[config.mk]
export PLATFORM = sky130hd
export DESIGN_NAME = vga_timing_gen
export DESIGN_NICKNAME = d
export VERILOG_FILES = /design/src/rtl/vga_pkg.sv /design/src/rtl/wrap_counter.sv /design/src/rtl/vga_timing_gen.sv
export SDC_FILE = /design/constraint.sdc
export NUM_CORES = 1
export LEC_CHECK = 0
export ABC_AREA = 1
export BUFFER_PORTS_ARGS = -buffer_cell sky130_fd_sc_hd__buf_4
export CAP_MARGIN = 5
export CORE_MARGIN = 1
export CORE_UTILIZATION = 53
export CTS_BUF_LIST = sky130_fd_sc_hd__clkbuf_16
export CTS_CLUSTER_SIZE = 28
export DETAILED_ROUTE_END_ITERATION = 8
export MAX_ROUTING_LAYER = met4
export PLACE_DENSITY = 0.74
export SLEW_MARGIN = 0
export SYNTH_ARGS = -nofsm -noshare
export SYNTH_HDL_FRONTEND = slang
export SYNTH_SLANG_ARGS = --single-unit
[constraint.sdc]
create_clock -name vga_clk -period 2.75 [get_ports vga_clk]
set_input_delay 0.1375 -clock vga_clk [delete_from_list [all_inputs] [get_ports vga_clk]]
set_output_delay 0.1375 -clock vga_clk [all_outputs]
set_load 0.01 [all_outputs]
[src/rtl/vga_pkg.sv]
// Shared timing defaults, coordinate type and window-decode helper for the
// 640x480 @ 60 Hz pixel path.
package vga_pkg;

  localparam int H_ACTIVE = 640;
  localparam int H_FP     = 16;
  localparam int H_SYNC   = 96;
  localparam int H_BP     = 48;
  localparam int H_TOTAL  = H_ACTIVE + H_FP + H_SYNC + H_BP;

  localparam int V_ACTIVE = 480;
  localparam int V_FP     = 10;
  localparam int V_SYNC   = 2;
  localparam int V_BP     = 33;
  localparam int V_TOTAL  = V_ACTIVE + V_FP + V_SYNC + V_BP;

  localparam int FRAME_W  = 8;

  typedef logic [9:0] coord_t;

  // True when lo <= cnt < lo+len; the sum is taken one bit wider so a
  // window ending exactly at 1024 does not wrap.
  function automatic logic in_window(input coord_t cnt, input coord_t lo, input coord_t len);
    return ({1'b0, cnt} >= {1'b0, lo}) && ({1'b0, cnt} < ({1'b0, lo} + {1'b0, len}));
  endfunction

endpackage

[src/rtl/wrap_counter.sv]
// Enabled up-counter that wraps from MAX to 0, exposing its next-state value
// so callers can decode against the count that will be registered.
module wrap_counter #(
  parameter int W   = 10,
  parameter int MAX = 799
) (
  input  logic         clk_i,
  input  logic         clr_i,
  input  logic         en_i,
  output logic [W-1:0] cnt_o,
  output logic [W-1:0] nxt_o,
  output logic         wrap_o
);

  logic [W-1:0] cnt_q;
  logic [W-1:0] cnt_d;

  assign wrap_o = en_i && !clr_i && (cnt_q == W'(MAX));

  always_comb begin
    cnt_d = cnt_q;
    if (clr_i || wrap_o) begin
      cnt_d = '0;
    end else if (en_i) begin
      cnt_d = cnt_q + W'(1);
    end
  end

  always_ff @(posedge clk_i) begin
    cnt_q <= cnt_d;
  end

  assign cnt_o = cnt_q;
  assign nxt_o = cnt_d;

endmodule

[src/rtl/vga_timing_gen.sv]
// Free-running VGA pixel timing: scan coordinates, blank, active-low syncs and
// a per-frame strobe/counter, all registered on the same edge.
module vga_timing_gen #(
  parameter int H_ACTIVE = vga_pkg::H_ACTIVE,
  parameter int H_FP     = vga_pkg::H_FP,
  parameter int H_SYNC   = vga_pkg::H_SYNC,
  parameter int H_BP     = vga_pkg::H_BP,
  parameter int V_ACTIVE = vga_pkg::V_ACTIVE,
  parameter int V_FP     = vga_pkg::V_FP,
  parameter int V_SYNC   = vga_pkg::V_SYNC,
  parameter int V_BP     = vga_pkg::V_BP,
  parameter int FRAME_W  = vga_pkg::FRAME_W
) (
  input  logic               vga_clk,
  input  logic               reset_n,
  output logic [9:0]         DrawX,
  output logic [9:0]         DrawY,
  output logic               blank,
  output logic               hs,
  output logic               vs,
  output logic               frame_start,
  output logic [FRAME_W-1:0] frame_cnt
);
  import vga_pkg::*;

  localparam int H_TOTAL = H_ACTIVE + H_FP + H_SYNC + H_BP;
  localparam int V_TOTAL = V_ACTIVE + V_FP + V_SYNC + V_BP;

  if (H_TOTAL > 1024 || V_TOTAL > 1024) begin : g_bad_timing
    $error("vga_timing_gen: H_TOTAL and V_TOTAL must not exceed 1024");
  end

  coord_t hc, hc_d, vc, vc_d;
  logic   h_wrap, v_wrap;
  logic   f_wrap;
  logic [FRAME_W-1:0] f_nxt;
  logic   unused_frame;

  logic blank_q, blank_d;
  logic hs_q, hs_d;
  logic vs_q, vs_d;
  logic fs_q, fs_d;

  wrap_counter #(.W($bits(coord_t)), .MAX(H_TOTAL - 1)) u_hcnt (
    .clk_i (vga_clk),
    .clr_i (!reset_n),
    .en_i  (1'b1),
    .cnt_o (hc),
    .nxt_o (hc_d),
    .wrap_o(h_wrap)
  );

  wrap_counter #(.W($bits(coord_t)), .MAX(V_TOTAL - 1)) u_vcnt (
    .clk_i (vga_clk),
    .clr_i (!reset_n),
    .en_i  (h_wrap),
    .cnt_o (vc),
    .nxt_o (vc_d),
    .wrap_o(v_wrap)
  );

  wrap_counter #(.W(FRAME_W), .MAX((1 << FRAME_W) - 1)) u_fcnt (
    .clk_i (vga_clk),
    .clr_i (!reset_n),
    .en_i  (h_wrap && v_wrap),
    .cnt_o (frame_cnt),
    .nxt_o (f_nxt),
    .wrap_o(f_wrap)
  );

  assign unused_frame = ^{f_nxt, f_wrap};

  // Decode from the next count so the flags line up with DrawX/DrawY.
  always_comb begin
    blank_d = (hc_d < coord_t'(H_ACTIVE)) && (vc_d < coord_t'(V_ACTIVE));
    hs_d    = !in_window(hc_d, coord_t'(H_ACTIVE + H_FP), coord_t'(H_SYNC));
    vs_d    = !in_window(vc_d, coord_t'(V_ACTIVE + V_FP), coord_t'(V_SYNC));
    fs_d    = (hc_d == '0) && (vc_d == '0);
  end

  always_ff @(posedge vga_clk) begin
    if (!reset_n) begin
      blank_q <= 1'b0;
      hs_q    <= 1'b1;
      vs_q    <= 1'b1;
      fs_q    <= 1'b0;
    end else begin
      blank_q <= blank_d;
      hs_q    <= hs_d;
      vs_q    <= vs_d;
      fs_q    <= fs_d;
    end
  end

  assign DrawX       = hc;
  assign DrawY       = vc;
  assign blank       = blank_q;
  assign hs          = hs_q;
  assign vs          = vs_q;
  assign frame_start = fs_q;

endmodule

==> metrics.md <==
| Metric | Value |
|---|---|
| Hold Slack | roughly 0.21 ns |
| F_max | 478 MHz |
| Worst slew margin | about 78% |
| Worst-path clk slew | roughly 0.050 ns |
| 1st-iter DRT viols | about 130 |
| Hold Fails Final Rpt | 0 |
| Largest family of logic cells by synthesized area | simple AND/OR/NAND/NOR gates |
| Post-synth ARST share | 0% |
| Data arrival time of the worst path | 2.26 ns |
| Post-layout min period | between 2 and 2.5 ns |
| Status | finished clean |
| Worst path required time | 2.92 ns |
| NetSw | ~220 uW |
| Portion of netlist area occupied by mux cells | less than 1% |
| Crit Path Class | flip-flop to flip-flop |
| Synth Area in Simple Gates | a little over two fifths |
| Seq/Total Area, Yosys | between 30% and 40% |
| Hold_buf cts | 0 |
| Overflow after GRT | 0 |
| Setup violators final | 0 |
| Synth top area cells | dfxtp_1 33%, nand2_1 14%, inv_1 8.6%, nor2_1 7.0%, nand3_1 4.1% |
| Postcts setup bufs | 0 |
| Routability cong. | approximately 0.85 |
| Dominant synthesized flop cell | dfxtp_1 |
| Via density | 4.99 |
| Pwr dens | approximately 440 nW/um2 |
| Mapped Cells | 276 |
| Detailed Place HPWL | about 3200 um |
| Internal Pwr Total | a little over 800 uW |
| # IOs | 34 |
| Peak VDD IR | about 0.00037 V |
| Antenna Cells | 0 |
| Sequential cell fraction of total power | ~46% |
| Global Route Usage Sum | between 20% and 30% |
| Slew @ Worst Pin | ~0.32 ns |
| Port-buffer cells | 33 |
| Reg2reg start | u_hcnt.cnt_o[0] |
| # rows | 21 |
| R2R Setup Slk | about 0.66 ns |
| Synth top cells by count | 70 x nand2_1, 44 x inv_1, 36 x nor2_1 |
| H-tree levels | 2 |
| Clk pwr share | 49.6% |
| Initial antenna violation count | 0 |
| Total negative slack | 0 ns |
| CTS Root Cell | clkbuf_16 |
| Max-slew violations | 0 |
| Clk buf depth | 2 |
| CORE AREA | 3420 um2 |
| Syn_nets | 282 |
| First-pass GRT wire length | a little over 7000 um |
| Synth Area in Compound Gates | approximately 6.8% |
| Share of the synthesized area in the top cell type | 33.2% |
| Met3 wire length | around 220 um |
| Die ar. | roughly 3900 um2 |
| Metal-1 WL | between 2000 and 2500 um |
| Die Width | between 60 and 70 um |
| Avg Cell Area, Syn | approximately 7 um2 |
| Most numerous cell in the Yosys netlist | nand2_1 |
| WL per Instance | approximately 12 um |
| Post-Synth XOR/XNOR Area | 3.18% |
| Area Overhead vs Synth | 21.3% |
| DR vias | roughly 1,800 |
| Final Skew | 0.00627 ns |
| Clk sinks | 32 |
| First-pass DRT Iterations | 4 |
| EDFF count, synth | 0 |
| CTS tree | yes |
| Min-delay src | reset_n |
| Die Ht | 62.4 um |
| Count of different cell masters after synthesis | 37 |
| Flops & latches, synth | 32 |
| Vias in the first global route | approximately 1,600 |
| Met2 wire len | around 1900 um |
| Crit path launch type | flip-flop |
| CP max FO | 11 |
| Num CTS Buffers | 5 |
| RSZ-0062 raised after global routing | false |
| Post-CTS Resized | 0 |
| Worst setup margin | roughly 0.66 ns |
| Final worst-path cycle share | between 70% and 80% |
| Starting Density | between 50% and 60% |
| Hold Crit Class | input port to flip-flop |
| Dpl ws | approximately 0.67 ns |
| Logic pwr share | approximately 4.0% |
| Sw frac | between 20% and 30% |
| Nets | around 320 |
| Yosys warning count | 0 |
| Post-route ant nets | 0 |
| Synthesized-area fraction occupied by adder cells | between 2 and 3% |
| Synth area leader | dfxtp_1 |
| Residual DRC | 0 |
| Final WL | roughly 4200 um |
| Synth Cell Area | 1930 um2 |
| Max Used Layer | met4 |
| Total leakage power | about 0.0012 uW |
| Worst skew pair latency | about 0.28 ns |
| Share of layout cells above drive strength 1 | between 20% and 30% |
| Largest net degree at the start of global routing | 13 |
| Setup crit start | u_hcnt.cnt_o[0] |
| Max-cap viol count | 0 |
| CP endpoint kind | flip-flop |
## cells in the final DEF, fill, tap and decap left out, drive strengths merged
master / count
nand2: 76
inv: 50
nor2: 45
buf: 33
dfxtp: 32
nand3: 18
nand4: 13
a21oi: 9
o21ai: 7
xor2: 6
clkbuf: 5
nand3b: 5
ha: 4
nor3: 2
or2: 1
xnor2: 1
o21bai: 1
mux2: 1
and2: 1
o2111ai: 1
o221ai: 1
o211ai: 1
clkinv: 1
## per-layer routing
layer | vias up | track usage [%]
met3 | 5 | 6.07
met2 | 42 | 36.3
met1 | 810 | 32.0
met4 | 0 | 6.98
li1 | 939 | -
met5 | - | -
## stage by stage
step | util, % | area (um2) | std cells | power, uW
after floorplan | - | 1930 | 276 | 512
after CTS | 68.5 | 2340 | 360 | 1030
after global routing | 68.5 | 2340 | 360 | 1070
final | 68.5 | 2340 | 360 | 1030
after global placement | 64.5 | 2200 | 352 | 526
after detailed placement | 64.5 | 2200 | 352 | 527
## flip-flops by register name, indices dropped and copies added (netlist names)
signal	count
hs	1
u_hcnt.cnt_o	10
u_fcnt.cnt_o	8
blank	1
u_vcnt.cnt_o	10
vs	1
frame_start	1
## cell type report
cell class | instances | area [um2]
clock buffers | 5 | 125
clock inverters | 3 | 11.3
fillers | 329 | 1070
inverters | 48 | 180
multi-input cells | 193 | 1080
flip-flops and latches | 32 | 641
well taps | 46 | 57.6
repair buffers | 33 | 248
## power groups by stage
stage,clock network [uW],logic (uW),registers (uW)
2_1_floorplan,0,25.0,487
3_3_place_gp,0,41.3,485
3_5_place_dp,0,41.7,485
4_1_cts,514,41.8,476
5_1_grt,545,46.3,476
6_report,509,41.1,476
## cell families after synthesis
family | Yosys count
and+or+nand+nor | 161
buffers and inverters | 51
muxes | 1
AOI/OAI and AO/OA | 20
xor gates and xnor gates | 7
DFF | 32
adders and majority gates | 4
## worst max-delay path, cell delays in order, from the launching register on
cell and delay [ns]:
dfxtp_1 0.45, ha_1 0.22, nand2_2 0.10, nor2_4 0.31, nand3_4 0.18, nor2_1 0.15
xor2_1 0.26, nand2_1 0.13, nand3_1 0.14, nor2_2 0.05
## path summary, 6_finish.rpt
path                          end  depth (start not counted)
setup / recovery      frame_start                          9
hold / removal    u_fcnt.cnt_o[6]                          3
setup reg to reg      frame_start                          9
hold reg to reg   u_hcnt.cnt_o[0]                          1
Note: power is estimated with default switching activity, not from simulation.
